### config.mk
export PLATFORM = sky130hd
export DESIGN_NAME = pong_score
export DESIGN_NICKNAME = d
export VERILOG_FILES = /design/src/rtl/pong_pkg.sv /design/src/rtl/bcd2_counter.sv /design/src/rtl/pong_score.sv
export SDC_FILE = /design/constraint.sdc
export NUM_CORES = 1
export LEC_CHECK = 0
export BUFFER_PORTS_ARGS = -buffer_cell sky130_fd_sc_hd__buf_4
export CAP_MARGIN = 20
export CORE_ASPECT_RATIO = 0.8
export CORE_MARGIN = 5
export CORE_UTILIZATION = 30
export CTS_CLUSTER_DIAMETER = 200
export DETAILED_ROUTE_END_ITERATION = 16
export GPL_TIMING_DRIVEN = 0
export HOLD_SLACK_MARGIN = 0.1
export SYNTH_ARGS = -nofsm -noshare
export SYNTH_HDL_FRONTEND = slang
export SYNTH_SLANG_ARGS = --single-unit
### constraint.sdc
create_clock -name clk -period 4.18 [get_ports clk]
set_clock_uncertainty 0.1 [all_clocks]
set_input_delay 0.209 -clock clk [delete_from_list [all_inputs] [get_ports clk]]
set_output_delay 0.209 -clock clk [all_outputs]
set_load 0.01 [all_outputs]
### src/rtl/pong_pkg.sv
// Shared encodings for the pong score keeper: FSM states, digit field offsets
// and serve directions.
package pong_pkg;

  typedef enum logic [1:0] {
    ST_IDLE  = 2'd0,
    ST_SERVE = 2'd1,
    ST_PLAY  = 2'd2,
    ST_OVER  = 2'd3
  } state_e;

  localparam int unsigned DIG_P1_TENS = 12;
  localparam int unsigned DIG_P1_ONES = 8;
  localparam int unsigned DIG_P2_TENS = 4;
  localparam int unsigned DIG_P2_ONES = 0;

  localparam logic SERVE_LEFT  = 1'b0;
  localparam logic SERVE_RIGHT = 1'b1;

endpackage

### src/rtl/bcd2_counter.sv
// Two-digit BCD score counter with a parallel binary count, saturating at 99.
module bcd2_counter (
  input  logic       clk,
  input  logic       clr_n,
  input  logic       clear,
  input  logic       inc,
  output logic [3:0] tens,
  output logic [3:0] ones,
  output logic [6:0] bin
);

  logic [3:0] tens_q;
  logic [3:0] ones_q;
  logic [6:0] bin_q;
  logic       at_max_c;

  assign at_max_c = (bin_q == 7'd99);

  always_ff @(posedge clk or negedge clr_n) begin
    if (!clr_n) begin
      tens_q <= 4'd0;
      ones_q <= 4'd0;
      bin_q  <= 7'd0;
    end else if (clear) begin
      tens_q <= 4'd0;
      ones_q <= 4'd0;
      bin_q  <= 7'd0;
    end else if (inc && !at_max_c) begin
      bin_q <= bin_q + 7'd1;
      if (ones_q == 4'd9) begin
        ones_q <= 4'd0;
        tens_q <= tens_q + 4'd1;
      end else begin
        ones_q <= ones_q + 4'd1;
      end
    end
  end

  assign tens = tens_q;
  assign ones = ones_q;
  assign bin  = bin_q;

endmodule

### src/rtl/pong_score.sv
// Pong score keeper and match-flow controller: conditions start/hit inputs,
// keeps both BCD scores and sequences serve delay, play and game over.
module pong_score
  import pong_pkg::*;
#(
  parameter int unsigned WIN_SCORE   = 11,
  parameter int unsigned SERVE_DELAY = 25000000,
  parameter int unsigned CW          = 25
) (
  input  logic        clk,
  input  logic        clr_n,
  input  logic        hit_left,
  input  logic        hit_right,
  input  logic        start,
  output logic [15:0] digits,
  output logic        play_en,
  output logic        serve_dir,
  output logic        game_over,
  output logic        winner,
  output logic [1:0]  state
);

  localparam logic [CW-1:0] LOAD = CW'(SERVE_DELAY - 1);

  state_e        state_q;
  logic [CW-1:0] cnt_q;
  logic          start_s1_q, start_s2_q, start_s3_q;
  logic          hit_left_prev_q, hit_right_prev_q;
  logic          play_en_q, serve_dir_q, game_over_q, winner_q;

  logic          start_rise_c, hl_rise_c, hr_rise_c;
  logic          p1_pt_c, p2_pt_c, clear_c;
  logic          p1_win_c, p2_win_c;
  logic [3:0]    p1_tens, p1_ones, p2_tens, p2_ones;
  logic [6:0]    p1_bin, p2_bin;

  // Edge detection and scoring decisions for the current cycle
  always_comb begin
    start_rise_c = start_s2_q & ~start_s3_q;
    hl_rise_c    = hit_left & ~hit_left_prev_q;
    hr_rise_c    = hit_right & ~hit_right_prev_q;
    p1_pt_c      = (state_q == ST_PLAY) & hr_rise_c & ~hl_rise_c;
    p2_pt_c      = (state_q == ST_PLAY) & hl_rise_c & ~hr_rise_c;
    clear_c      = start_rise_c & ((state_q == ST_IDLE) | (state_q == ST_OVER));
    p1_win_c     = ((p1_bin + 7'd1) == 7'(WIN_SCORE));
    p2_win_c     = ((p2_bin + 7'd1) == 7'(WIN_SCORE));
  end

  bcd2_counter u_p1 (
    .clk   (clk),
    .clr_n (clr_n),
    .clear (clear_c),
    .inc   (p1_pt_c),
    .tens  (p1_tens),
    .ones  (p1_ones),
    .bin   (p1_bin)
  );

  bcd2_counter u_p2 (
    .clk   (clk),
    .clr_n (clr_n),
    .clear (clear_c),
    .inc   (p2_pt_c),
    .tens  (p2_tens),
    .ones  (p2_ones),
    .bin   (p2_bin)
  );

  // Hit-prev flops reset high so a hit already asserted at release is not a point
  always_ff @(posedge clk or negedge clr_n) begin
    if (!clr_n) begin
      state_q          <= ST_IDLE;
      cnt_q            <= '0;
      start_s1_q       <= 1'b0;
      start_s2_q       <= 1'b0;
      start_s3_q       <= 1'b0;
      hit_left_prev_q  <= 1'b1;
      hit_right_prev_q <= 1'b1;
      play_en_q        <= 1'b0;
      serve_dir_q      <= SERVE_LEFT;
      game_over_q      <= 1'b0;
      winner_q         <= 1'b0;
    end else begin
      start_s1_q       <= start;
      start_s2_q       <= start_s1_q;
      start_s3_q       <= start_s2_q;
      hit_left_prev_q  <= hit_left;
      hit_right_prev_q <= hit_right;
      case (state_q)
        ST_IDLE: begin
          if (start_rise_c) begin
            cnt_q   <= LOAD;
            state_q <= ST_SERVE;
          end
        end
        ST_SERVE: begin
          if (cnt_q == '0) begin
            state_q   <= ST_PLAY;
            play_en_q <= 1'b1;
          end else begin
            cnt_q <= cnt_q - CW'(1);
          end
        end
        ST_PLAY: begin
          if (hl_rise_c && hr_rise_c) begin
            play_en_q <= 1'b0;
            cnt_q     <= LOAD;
            state_q   <= ST_SERVE;
          end else if (hl_rise_c || hr_rise_c) begin
            play_en_q   <= 1'b0;
            serve_dir_q <= hl_rise_c ? SERVE_LEFT : SERVE_RIGHT;
            if ((p2_pt_c && p2_win_c) || (p1_pt_c && p1_win_c)) begin
              game_over_q <= 1'b1;
              winner_q    <= p2_pt_c;
              state_q     <= ST_OVER;
            end else begin
              cnt_q   <= LOAD;
              state_q <= ST_SERVE;
            end
          end
        end
        ST_OVER: begin
          if (start_rise_c) begin
            game_over_q <= 1'b0;
            cnt_q       <= LOAD;
            state_q     <= ST_SERVE;
          end
        end
      endcase
    end
  end

  always_comb begin
    digits = 16'h0000;
    digits[DIG_P1_TENS +: 4] = p1_tens;
    digits[DIG_P1_ONES +: 4] = p1_ones;
    digits[DIG_P2_TENS +: 4] = p2_tens;
    digits[DIG_P2_ONES +: 4] = p2_ones;
  end

  assign play_en   = play_en_q;
  assign serve_dir = serve_dir_q;
  assign game_over = game_over_q;
  assign winner    = winner_q;
  assign state     = state_q;

endmodule

* After elaboration in Yosys (flattened, before gate mapping) *
Cells that the tools add are included.

storage, ports and cells
  input bits = 5
  register bits after elaboration = 66

cells by class
  bitwise logic cells = 15
  muxes and demuxes = 38
  add/subtract/negate cells = 7
  eq/ne operators = 18
  reductions and logical operators = 26

operators by type and width
  kind                   number
  $mux 25                5
  $pmux 25 s3            1
  $mux 4                 12
  $mux 7                 4
  $logic_not 25->1       1
  $sub 25x1->25 const B  1
  $add 4x1->4 const B    4
  $add 7x1->7 const B    2
  $eq 7x4->1 const B     2
  $eq 7x7->1 const B     2
  $reduce_bool 2->1      6
  $mux 2                 5
  $reduce_and 3->1       3
  $and 1x1->1            8
  $eq 4x4->1 const B     2
  $mux 1                 8
  $ne 2x2->1 const B     4
  $reduce_and 4->1       2
  $ne 2x1->1 const B     3
  $not 1->1              6
  $pmux 2 s3             1
  $logic_and 1x1->1      5
  $reduce_and 5->1       1
  $eq 2x2->1 const B     2
  other kinds (10)       14

* Longest topological paths before layout *
Gate-level depths: netlist of the first run.

  depth after elaboration = 10
  gate-level depth with buffers = 11
  depth with buffers taken out = 9

* By module *
A second synthesis of the first run with hierarchy kept.

second synthesis, totals
  cell total of the unflattened synthesis = 374
  area, all modules = 3698.5 µm²

by module, submodules not included
  module        times used  seq. area each (µm²)  area each (µm²)  cells an instance
  pong_score    1           903.4                 2092.0           224
  bcd2_counter  2           375.4                 803.3            75

* Worst setup path after synthesis of the first run *
No wires, ideal clock.

  path kind = register to register
  start = reg u_p2.bin_q[0], in the netlist u_p2.bin[0]
  end = reg cnt_q[22]
  cell stages (with the launch flop) = 11
  data required time = 3.929 ns
  arrival time = 2.378 ns
  slack = 1.551 ns
  path through = dfrtp_1 ha_1 and3_1 xor2_1 or4_1 nor3_1 and3b_1 buf_2 buf_2 a21oi_1 a41oi_1

on the way
  cells in the longest elaborated chain, start to end = 6

RTL lines
  item                        RTL line            RTL
  start, declared             bcd2_counter.sv:14  logic [6:0] bin_q;
  start signal, assigned      bcd2_counter.sv:29  bin_q <= bin_q + 7'd1;
  $add 7x1->7                 pong_score.sv:46    p2_win_c = ((p2_bin + 7'd1) == 7'(WIN_SCORE));
  $eq 7x4->1                  pong_score.sv:46
  $logic_and 1x1->1           pong_score.sv:112   if ((p2_pt_c && p2_win_c) || (p1_pt_c && p1_win_c)) begin
  $logic_or 1x1->1            pong_score.sv:112
  $ne 3x3->1 (no line)        n/a
  $reduce_and 4->1 (no line)  n/a
  end signal, assigned        pong_score.sv:101   cnt_q <= cnt_q - CW'(1);
  end, declared               pong_score.sv:26    logic [CW-1:0] cnt_q;

Every way passes these cells.
A chain may end at the register's enable or synchronous reset.

* Worst setup path after layout of the first run *
  start = reg state_q[0], in the netlist state[0]
  end = reg cnt_q[22]

on the way
  cells in the longest elaborated chain, start to end = 7
  elaborated cells on any way between the ends = 18

RTL lines
  item                                                 RTL line                                              RTL
  start, declared                                      pong_score.sv:25                                      state_e state_q;
  start signal, assigned                               pong_score.sv:72                                      state_q <= ST_IDLE;
  start signal, assigned                               pong_score.sv:93                                      state_q <= ST_SERVE;
  start signal, assigned                               pong_score.sv:98                                      state_q <= ST_PLAY;
  $eq 2x2->1                                           pong_score.sv:42, pong_score.sv:43, pong_score.sv:89
  $and 1x1->1, on equally long branches (2 in series)  pong_score.sv:43, pong_score.sv:42
  $logic_and 1x1->1                                    pong_score.sv:112
  $logic_or 1x1->1                                     pong_score.sv:112
  $ne 3x3->1 (no line)                                 n/a
  $reduce_and 4->1 (no line)                           n/a

Several ways; a longest one is shown, not always the timed one.

==> reports/summary.md, run 1 <==
At the end of routability-driven placement, the weighted congestion stood at 0.801. The data arrival time of the critical path is 3.13 ns, and the number of buffers added by the clock tree synthesis step is 9. Using the TritonRoute via totals, the vias-per-cell ratio works out to 5.01. Data on the critical path is required at its endpoint by 4.25 ns. In this run the worst path has a maximum fanout of 10. Power comes to 1880 uW. Part of the cycle the worst path needs: 73.1%. Clock latency on the worst-skew pair, taken at its later pin, is 0.33 ns. The mean area per synthesized cell is 9.23 um^2. The synthesized netlist occupies a cell area of 3590 um^2.

In this run the worst hold path is classified as reg -> reg. TritonCTS built the clock tree. For the slack of the worst reg-to-reg path, the log shows 1.12 ns. The launch point of the worst hold path was start_s1_q$_DFF_PN0_. The tools report the capture point of the critical path as cnt_q[22]$_DFFE_PN0P_. Relative to the synthesized area, the layout overhead comes to 20.9%.

The fraction of final layout cells sized beyond drive strength 1 is 13.1%. After synthesis, the cell types taking the most area are dfrtp_1 (45%), ha_1 (5.2%), nor2_1 (5.0%). The top flip-flop cell by instance count after synthesis is dfrtp_1.

The number of hold-slack violations in the final timing report came out at 0. STA classifies the critical path endpoint as a flop. After the last flow step, the layout net total stands at 450. After synthesis, the share of flip-flops with an asynchronous set or reset is 100%. Summed over all instances, the cell type with the most area after synthesis is dfrtp_1.

The launch point of the worst reg-to-reg path is state[0]$_DFFE_PN0P_. 27 I/O pins were placed. The run finished with clean final reports.

Via count of the routed design: 2920. In this run the remaining antenna-violating nets after routing total 0. The floorplan step defined a core boundary enclosing 11600 um^2.

The first global-routing pass estimated 13800 um of wire. Setup repair after global routing left no endpoint under its margin. The tools report the number of antenna violations at the first check in global routing as 0. Dividing the detail-routed wire length by the instance count gives 13.7 um.

The setup TNS after final layout is 0 ns. The final routed DRC violation total was 0; the maximum root-to-sink buffer count was 2. Counting every instance in the synthesized netlist gives 389. Setup violations remaining at the end of the flow were counted as 0. Across the VDD grid, the largest voltage drop is 0.196 mV. The part of the Yosys area used for sequential elements was 46.1%. Across every metal layer, demand over resource in global routing totals 11.7%. The number of distinct library cell variants in the gate-level netlist after synthesis came out at 48.

The total power per unit cell area works out to 433 nW/um^2. The final number of max-transition violations is 0. For this block, the initial DRC count from the detailed router was 251. The post-synthesis net count was 409. 0 antenna diodes ended up in the layout.

Measured along the y axis, the die boundary spans 108 um. The relative slew slack is 42.3%, and the post-cts gate resize count is 0. Entering global routing, the biggest net connects 67 pins.

The worst register-to-register path ends at cnt_q[22]$_DFFE_PN0P_. The run gives 0 as the overflow left after global routing. The kind of start point of the critical path is a flop.

Counting flops and latches in the post-synthesis netlist gives 66. The clock slew seen by the registers of the worst setup and hold paths is 0.05 ns. The tool flagged a number of max-cap violations equal to 0.

The first detailed-routing pass took 4 iterations. The upper clock frequency limit is 0.327 GHz, and the die outline width is 132 um. The effective utilization at floorplan was 30.9%; the count of buffers inserted at the top-level ports was 26. The analysis attributes to cell leakage a power of 0.00186 uW. Minimum clock period after layout: 3.06 ns.

The run gives 0 as the total setup buffers inserted after CTS. The HPWL reported at the end of detailed placement was 5480 um. Counting cells, the worst reg-to-reg path comes to 10. At the pin with the least slew margin, the transition time is 0.866 ns. The clock tree synthesis step divided the H-tree into 3 levels. Tracing the worst setup path back leads to its startpoint at state[0]$_DFFE_PN0P_. The via count of the first global-routing pass is 2816. Wires add up to 7960 um. The synthesized design contains 0 enable-type register cells. The master cell of the clock root buffer was clkbuf_16. The die covers 14300 um^2. Of the post-synthesis cell area, the dominant cell type holds 44.6%.

The setup path with the least slack is of type reg -> reg. Warning count from the yosys run: 0. The tree built by TritonCTS fans out to 66 sinks. The row count is 35.
-- cell usage in the layout (no fill, tap or decap), types with 7 or more instances in the layout --
| cell | instances |
|---|---|
| a21oi_1 | 27 |
| a31oi_1 | 12 |
| buf_4 | 26 |
| clkbuf_1 | 11 |
| clkbuf_16 | 9 |
| dfrtp_1 | 64 |
| ha_1 | 15 |
| inv_1 | 14 |
| nand2_1 | 41 |
| nand2b_1 | 8 |
| nand3_1 | 10 |
| nor2_1 | 48 |
| nor3_1 | 18 |
| nor4_1 | 7 |
| o21ai_0 | 17 |
| xnor2_1 | 16 |
| xor2_1 | 9 |
-- cells by family (layout without fill, tap and decap cells) --
group                    Yosys count  count (layout)  share of synthesized area (%)
flip-flops                        66              66                           46.1
multiplexers                       4               4                           1.12
buffers and inverters             29              75                           3.56
XOR/XNOR                          25              25                           6.10
AO/OA/AOI/OAI                     86              86                           15.3
adder cells (fa/ha/maj)           15              15                           5.23
AND/OR/NAND/NOR                  164             164                           22.6
-- metal layers --
layer | up-vias | track usage, % | part of all wire (%)
li1 | 1458 | - | -
met1 | 1404 | 15.9 | 49
met2 | 52 | 18.2 | 46
met3 | 6 | 2.80 | 4.4
met4 | 0 | 4.22 | 1.1
met5 | - | 0 | 0
-- cell type report --
class                           count  area (um^2)
Clock buffer                       12          256
Tap cell                          148          185
Multi-Input combinational cell    294         1810
Sequential cell                    66         1650
Clock inverter                      4         73.8
Inverter                           14         52.6
Buffer                             15         75.1
Timing Repair Buffer               30          235
Fill cell                        1149         7260
-- worst max-delay path, stage by stage, from the launching register on --
cell and delay, ns:
dfrtp_1 0.44, inv_1 0.08, ha_1 0.27, nand3_1 0.24, or4_1 0.57, nor3_1 0.34
and3b_1 0.25, buf_2 0.19, buf_2 0.22, a21oi_1 0.15, a41oi_1 0.05
-- report_power, final --
group	total (uW)	internal, uW	switching, uW
Combinational	369	123	245
Clock	832	555	277
Sequential	681	659	22.1
Total	1880	1340	545
-- registers in the layout, indices dropped and copies added (netlist names) --
name / count
start_s3_q: 1
play_en: 1
cnt_q: 25
u_p2.tens: 4
winner: 1
game_over: 1
start_s1_q: 1
state: 2
u_p2.bin: 7
u_p1.tens: 4
u_p1.bin: 7
hit_left_prev_q: 1
start_s2_q: 1
u_p1.ones: 4
hit_right_prev_q: 1
serve_dir: 1
u_p2.ones: 4
-- timing repair --
item	CTS	global route
hold buffers	4	0
endpoints found under the hold margin	67	0
endpoints found under the setup margin	0	0
-- synthesized netlist by cell type (7+ instances only) --
master / count
ha_1: 15
a31oi_1: 12
xnor2_1: 16
nor3_1: 18
clkbuf_1: 10
xor2_1: 9
nand3_1: 10
dfrtp_1: 64
o21ai_0: 17
a21oi_1: 27
nor2_1: 48
nand2_1: 41
nor4_1: 7
nand2b_1: 8
inv_1: 14
-- metrics by stage --
stage / cells / hold WS (ns) / utilization [%] / worst slack (ns) / cell area, um^2
floorplan: 389 / -0.187 / - / 1.55 / 3590
global placement: 563 / 0.227 / 34.2 / 1.13 / 3970
detailed placement: 563 / 0.222 / 34.2 / 1.12 / 3970
CTS: 583 / 0.255 / 37.4 / 1.10 / 4340
global route: 583 / 0.257 / 37.4 / 0.857 / 4340
finish: 583 / 0.252 / 37.4 / 1.12 / 4340
-- worst min-delay path by stage --
stage,to,slack (ns),cells after the start
after floorplan,cnt_q[0]$_DFFE_PN0P_,-0.19,0
after global placement,start_s1_q$_DFF_PN0_,0.23,1
after detailed placement,start_s1_q$_DFF_PN0_,0.22,1
after CTS,start_s2_q$_DFF_PN0_,0.26,0
after global routing,start_s2_q$_DFF_PN0_,0.26,0
final,start_s2_q$_DFF_PN0_,0.25,0
Note: power is estimated with default switching activity, not from simulation.
==> run 2: changes to the inputs <==
==> constraint.sdc (replaced) <==
create_clock -name clk -period 3 [get_ports clk]
set_clock_uncertainty 0.1 [all_clocks]
set_input_delay 0.15 -clock clk [delete_from_list [all_inputs] [get_ports clk]]
set_output_delay 0.15 -clock clk [all_outputs]
set_load 0.01 [all_outputs]
==> run 2 against run 1 <==
Against the previous run: global-route usage is essentially flat; worst setup slack got worse by 0.96 ns; worst hold slack lost 0.0018 ns; cell area up 0.61%; routed wire length increased by 0.59%; power rose by 40%; sequential share of layout area fell by 0.23 points; critical path type unchanged.
==> reports/summary.md, run 2 (synthesized netlist as in run 1, its figures left out) <==
For this run, design rule violations remaining after detail routing come to 0. TritonCTS built the clock tree. The die outline width works out to 132 um. The via count of the routed design was 2938. The tools report the static leakage power as 0.00185 uW.

After global routing, the most crowded layer is met2. For this run the aggregate overflow at the end of global routing stands at 0. The global routing usage on met2 was 18.3%; the area of the core was 11600 um^2. 0 antenna diodes ended up in the layout.

The run finished with clean final reports. Among all stages on the critical path, the largest delay is contributed by or4_1. The cell sitting at the root of the clock tree is a clkbuf_16. In this design, the stage delay of the slowest critical-path cell is 0.52 ns. The launch point of the worst reg-to-reg path is u_p2.bin[0]$_DFFE_PN0P_.

The register with the most flip-flops in the layout has 25 of them. Of the total power, the share spent switching nets is 29.0%. At the worst endpoint, the arrival time is 2.91 ns.

Routability-driven placement finished with a final weighted congestion of 0.801. The tools report the count of H-tree levels built during CTS as 3. Counting cells, the worst reg-to-reg path comes to 10.

Counting both buffers and inverters, the worst setup path holds a total of 2. Subtracting the final worst setup slack from the clock period gives 2.84 ns. The first global-routing pass estimated 13900 um of wire. The post-synthesis to final-layout area growth came out at 21.6%. The die is 108 um tall.

The total number of clock tree sinks was 66; the overall track demand over capacity in global routing was 11.7%. In this run the critical register-to-register path is captured at cnt_q[22]$_DFFE_PN0P_. STA classifies the critical path endpoint as a flop. In this run the tool buffered the top-level ports with 26 buffer cells. In the final layout, the multi-input gates occupy 1830 um^2. Pin slew with the least headroom to its limit: 0.858 ns.

The row count came out at 35. Power comes to 2630 uW. Met3 track demand over resource in global routing: 2.80%.

Leaving out fill and tap cells, the most frequent cell in the layout is dfrtp_1. The final net count was 450; the routed wire length was 8010 um. The longest clock path from root to sink contains 2 buffers. The fraction of final layout cells sized beyond drive strength 1 is 14.3%.

The end of the worst hold path is start_s2_q$_DFF_PN0_. The number of placed instances, taps included is 563. The number of setup violations in the final report came out at 0.

After detailed routing, the average wire length per cell comes to 13.7 um. The clock network power share is 44.2%, and the upper clock frequency limit is 0.352 GHz. Hold-critical path depth: 0. The kind of critical path is reg -> reg. The run gives 0.274 mV as the worst vdd rail ir drop. The tools report the number of antenna violations at the first check in global routing as 0.

The initial utilization of the core area, before any placement, comes to 30.9%. The clock slew seen by the registers of the worst setup and hold paths was 0.06 ns. In the layout the commonest cells are dfrtp_1 (64), nor2_1 (48), nand2_1 (41), a21oi_1 (27), buf_4 (26). The number of hold-slack violations in the final timing report is 0, and the via count of the first global-routing pass is 2819. The internal power is 1860 uW. Worst hold path class: reg -> reg. The logs give 36.1% for the part of the total power dissipated in sequential elements and 42.8% for the relative slew slack. The part of the cycle the worst path needs is 94.6%, and the biggest fanout along the worst timing path is 10. Across the whole layout, storage elements account for 1650 um^2. On the critical path the largest part of the delay comes from simple AND/OR/NAND/NOR gates. Entering global routing, the biggest net connects 67 pins.

In the final timing run, aggregate negative setup slack is 0 ns. For the count of antenna-violating nets left after detailed routing, the log shows 0. The data required time of the critical path is 3.07 ns.

At the later pin of the worst-skew pair, clock insertion delay measures 0.33 ns. The die covers 14300 um^2. The tools report the number of filler cells placed in the layout as 1145.

The run gives 15.9% as the global routing met1 resource utilization. Setup repair after global routing left no endpoint under its margin. The HPWL reported at the end of detailed placement is 5480 um, and the vias per cell is 5.04. The number of buffers added by the clock tree synthesis step came out at 9. Before antenna repair, the detailed router went through 4 iterations. The logs give 583 for the final cell count without fillers and 19.6% for the power share of the combinational group. Final number of max-transition violations: 0. Walking the worst path, the cells encountered are ha_2, and3_1, xor2_1, or4_1, nor3_4, and3b_1, buf_2, buf_2, a21oi_1, a41oi_1. The first routing iteration left 237 violations. Among the stages of the critical path, the cell type that occurs most often is buf_2.

Number of violations of the max-capacitance limit: 0. Launch point of the worst hold path: start_s1_q$_DFF_PN0_. The worst register-to-register path has a setup slack of 0.16 ns. Once the clock tree was built, the setup fixing pass inserted 0 buffers. The total power per unit cell area came out at 601 nW/um^2.

The analysis attributes to net switching a power of 762 uW. The worst setup path is launched from a flop. More flip-flops sit in one register than any other, and that register is cnt_q. Pin placement for this block handled 27 I/O pins.
## run 2: power by group through the flow
stage	clock network, uW	logic, uW	registers, uW
floorplan	0	349	959
global placement	0	500	962
detailed placement	0	513	964
CTS	1180	522	948
global route	1220	582	952
finish	1160	515	949
## run 2: how the worst max path moves through the flow
stage                                  from               endpoint  slack, ns  cells after the start
floorplan           u_p2.bin[0]$_DFFE_PN0P_  cnt_q[22]$_DFFE_PN0P_       0.37                     10
global placement       state[0]$_DFFE_PN0P_  cnt_q[22]$_DFFE_PN0P_      -0.05                     10
detailed placement     state[0]$_DFFE_PN0P_  cnt_q[22]$_DFFE_PN0P_      -0.06                     10
CTS                    state[0]$_DFFE_PN0P_  cnt_q[22]$_DFFE_PN0P_       0.03                     10
global route           state[0]$_DFFE_PN0P_  cnt_q[22]$_DFFE_PN0P_      0.005                     10
finish              u_p2.bin[0]$_DFFE_PN0P_  cnt_q[22]$_DFFE_PN0P_       0.16                     10
## run 2: layout make-up
type | count | share of cell area, %
Buffer | 15 | 1.72
Clock buffer | 12 | 5.87
Clock inverter | 4 | 1.69
Inverter | 14 | 1.20
Multi-Input combinational cell | 294 | 42.0
Sequential cell | 66 | 37.9
Tap cell | 148 | 4.24
Timing Repair Buffer | 30 | 5.39
## run 2: repair_timing
item / in CTS / in global routing
pin swaps: 0 / 0
hold buffers: 4 / 0
hold endpoints to repair: 68 / 0
setup endpoints to repair: 13 / 21
gates resized for setup: 1 / 5
## run 2: per-stage QoR
step           setup WS (ns)  area [um^2]  hold slack [ns]  util, %
6_report               0.161         4370            0.250     37.6
5_1_grt              0.00480         4370            0.257     37.6
4_1_cts               0.0327         4350            0.255     37.4
3_5_place_dp         -0.0625         3970            0.163     34.2
3_3_place_gp         -0.0458         3970            0.168     34.2
2_1_floorplan          0.371         3590           -0.246        -
## run 2: layer usage
metal	wire, um	up-vias
met1	3980	1434
met4	54	0
li1	-	1462
met3	267	2
met2	3710	40
met5	0	-
==> run 3: changes to the inputs <==
--- a/config.mk
+++ b/config.mk
@@ -7,6 +7,8 @@
 export LEC_CHECK = 0
 export BUFFER_PORTS_ARGS = -buffer_cell sky130_fd_sc_hd__buf_4
 export CAP_MARGIN = 20
+export CELL_PAD_IN_SITES_DETAIL_PLACEMENT = 1
+export CELL_PAD_IN_SITES_GLOBAL_PLACEMENT = 2
 export CORE_ASPECT_RATIO = 0.8
 export CORE_MARGIN = 5
 export CORE_UTILIZATION = 30
@@ -14,6 +16,7 @@
 export DETAILED_ROUTE_END_ITERATION = 16
 export GPL_TIMING_DRIVEN = 0
 export HOLD_SLACK_MARGIN = 0.1
+export PLACE_DENSITY_LB_ADDON = 0.1
 export SYNTH_ARGS = -nofsm -noshare
 export SYNTH_HDL_FRONTEND = slang
 export SYNTH_SLANG_ARGS = --single-unit
==> run 3 against run 2 <==
Against the previous run: global-route usage rose by 2.3 points; sequential power about the same; routed wire length is 19% higher; register-to-register slack worse by 0.04 ns; clock power hardly changed; first-iteration DRC count is 40% lower; combinational power increased by 6.2%; highest routed layer unchanged; worst hold slack better by 0.012 ns; die area is the same.
==> reports/summary.md, run 3 (synthesized netlist as in run 1, its figures left out) <==
Clock tree synthesis selected as its root buffer the cell clkbuf_16. Across the VDD grid, the largest voltage drop is 0.267 mV. The floorplan step defined a die boundary enclosing 14300 um^2. The clock network burns 43.4% of the power. After filler insertion, the fill cell instance count of the layout stands at 1321. Global routing used 14.0% of the available tracks.

Global routing finished with a remaining overflow of 0. Detailed placement finished with a half-perimeter wire length of 6460 um. The post-route netlist has 14.4% of its cells at a drive strength greater than 1. The kind of start point of the critical path was a flop. The worst hold path class was reg -> reg. The number of hold-slack violations in the final timing report was 0; the switching portion of total power was 30.1%. Combinational logic is responsible for 20.7% of the overall power.

The multi-input combinational cells in the finished layout cover a total of 1850 um^2. The core region is 11600 um^2. The smallest clock period supported by the final layout is computed as 2.88 ns. The part of the cycle the worst path needs was 95.9%; the final hold slack was 0.261 ns. The worst path meets setup with 0.123 ns of slack.

In this run the power density over the cells is 602 nW/um^2. The number of iterations in the first detailed-routing pass is 4. After detailed routing, the number of remaining DRC violations is 0.

The number of setup violations in the final report came out at 0. The analysis attributes to net switching a power of 798 uW. Share of the core filled with cells in the final layout: 37.9%. The register with the most flip-flops in the layout has 25 of them.

The row count came out at 35. CTS built an H-tree with a depth of 3. The tools report the capture point of the critical path as cnt_q[22]$_DFFE_PN0P_. The logs give 0 for the count of antenna-violating nets left after detailed routing and 39.7% for the relative slew slack. The internal portion of the total power is 1850 uW. Sequential cells burn 35.9% of the power.

The type of element capturing the critical path is a flop. The count of routing violations after the opening detailed-route iteration is 143, and the data arrival time of the critical path is 2.95 ns. Entering global routing, the biggest net connects 67 pins. Detailed-route wire length per cell: 16.3 um.

The final net count is 452, and the clock slew seen by the registers of the worst setup and hold paths is 0.06 ns. The number of buffers added by the clock tree synthesis step is 9. The vias per cell came out at 5.14. The data required time of the critical path is 3.07 ns. For the pin with the worst max-slew slack, the measured transition is 0.896 ns.

Number of antenna violations at the first check in global routing: 0. Static timing analysis puts the maximum clock frequency at 0.348 GHz. The worst setup path is of the reg -> reg kind. Leaving out fill and tap cells, the most frequent cell in the layout is dfrtp_1.

For the worst flop-to-flop path, the logic depth is 10. The first global-routing pass estimated 16100 um of wire. The tools report the final number of max-transition violations as 0.

Summing all flip-flop and latch instances after layout gives 1650 um^2. In this run the worst setup path begins at u_p2.bin[0]$_DFFE_PN0P_. The via count of the routed design came out at 3007.

The run finished with clean final reports. In this run the worst path has a maximum fanout of 10. The count of buffers inserted at the top-level ports was 26.

At the later pin of the worst-skew pair, clock insertion delay measures 0.33 ns. The register with the most flip-flops is cnt_q. The die boundary height works out to 108 um. After routing the design area is 4390 um^2. The number of placed instances, taps included was 563. The logs give 0 for the number of antenna repair diodes and 2 for the maximum root-to-sink buffer count.

During I/O placement, the number of pins put on the boundary was 27. The tools report the total number of clock tree sinks as 66. The top cell types in the final layout, fill and taps aside, are dfrtp_1 (64), nor2_1 (48), nand2_1 (41), buf_4 (29), a21oi_1 (27).

The logs give 3013 for the via count of the first global-routing pass and 30.9% for the effective utilization at floorplan. Leaving out filler cells and counting taps, the final layout contains 585. The run gives 9560 um as the routed wire length.

The reg-to-reg critical path endpoint was cnt_q[22]$_DFFE_PN0P_. The placed standard-cell area came out at 3970 um^2. The launch point of the worst reg-to-reg path was u_p2.bin[0]$_DFFE_PN0P_.

The die outline width came out at 132 um. For the slack of the worst reg-to-reg path, the log shows 0.12 ns. TritonCTS built the clock tree. The number of violations of the max-capacitance limit was 0. At the end of routability-driven placement, the weighted congestion stood at 0.728. The post-synthesis to final-layout area growth is 22.4%, and the worst-case setup slack after placement is -0.150 ns.

Summed over all cells, the static leakage comes to 0.00185 uW.
## run 3: cell count changes in the layout (fill, tap and decap cells not counted), sizes merged
| cell | previous run | this run |
|---|---|---|
| buf | 31 | 33 |
| clkinvlp | 0 | 2 |
| clkinv | 2 | 0 |
## run 3: cell type report
cell class	instances	share of cell area, %
clock buffer	12	5.61
multi-input combinational	294	42.2
timing repair buffer	32	5.70
buffer	15	1.77
sequential	66	37.7
clock inverter	4	1.71
tap	148	4.22
inverter	14	1.20
## run 3: worst min-delay path by stage
| stage | start | to | slack [ns] | cells past startpoint |
|---|---|---|---|---|
| global placement | start | start_s1_q$_DFF_PN0_ | 0.16 | 1 |
| detailed placement | start | start_s1_q$_DFF_PN0_ | 0.16 | 1 |
| finish | start_s1_q$_DFF_PN0_ | start_s2_q$_DFF_PN0_ | 0.26 | 0 |
| floorplan | clr_n | cnt_q[0]$_DFFE_PN0P_ | -0.25 | 0 |
| CTS | start_s1_q$_DFF_PN0_ | start_s2_q$_DFF_PN0_ | 0.27 | 0 |
| global route | start_s1_q$_DFF_PN0_ | start_s2_q$_DFF_PN0_ | 0.29 | 0 |
## run 3: power groups by stage
stage	Clock [uW]	Sequential [uW]	Combinational [uW]
global placement	0	962	541
detailed placement	0	962	542
global route	1230	954	610
finish	1150	950	547
floorplan	0	959	349
CTS	1190	947	550
## run 3: critical path: stages (launching register included)
cell     delay (ns)
dfrtp_1        0.43
ha_2           0.25
and3_1         0.22
xor2_1         0.14
or4_1          0.53
nor3_4         0.23
and3b_1        0.22
buf_2          0.19
buf_4          0.21
a21oi_1        0.14
a41oi_1        0.06
## run 3: stage by stage
step                power (uW)  TNS (ns)
global route              2790   -0.0196
detailed placement        1500     -1.54
finish                    2650         0
floorplan                 1310         0
global placement          1500     -1.03
CTS                       2690         0
## run 3: what timing repair did
item	4_1_cts	5_1_grt
setup buffers	0	2
gates resized for setup	2	8
pin swaps	0	2
hold buffers	4	0
endpoints found under the hold margin	67	0
setup endpoints to repair	20	23
## run 3: layer usage
| metal | share of wire (%) | wire length (um) | vias up | track usage [%] |
|---|---|---|---|---|
| li1 | - | - | 1461 | - |
| met1 | 54 | 5190 | 1492 | 20.9 |
| met2 | 41 | 3910 | 43 | 19.5 |
| met3 | 3.4 | 324 | 11 | 3.69 |
| met4 | 1.4 | 131 | 0 | 4.29 |
| met5 | 0 | 0 | - | 0 |
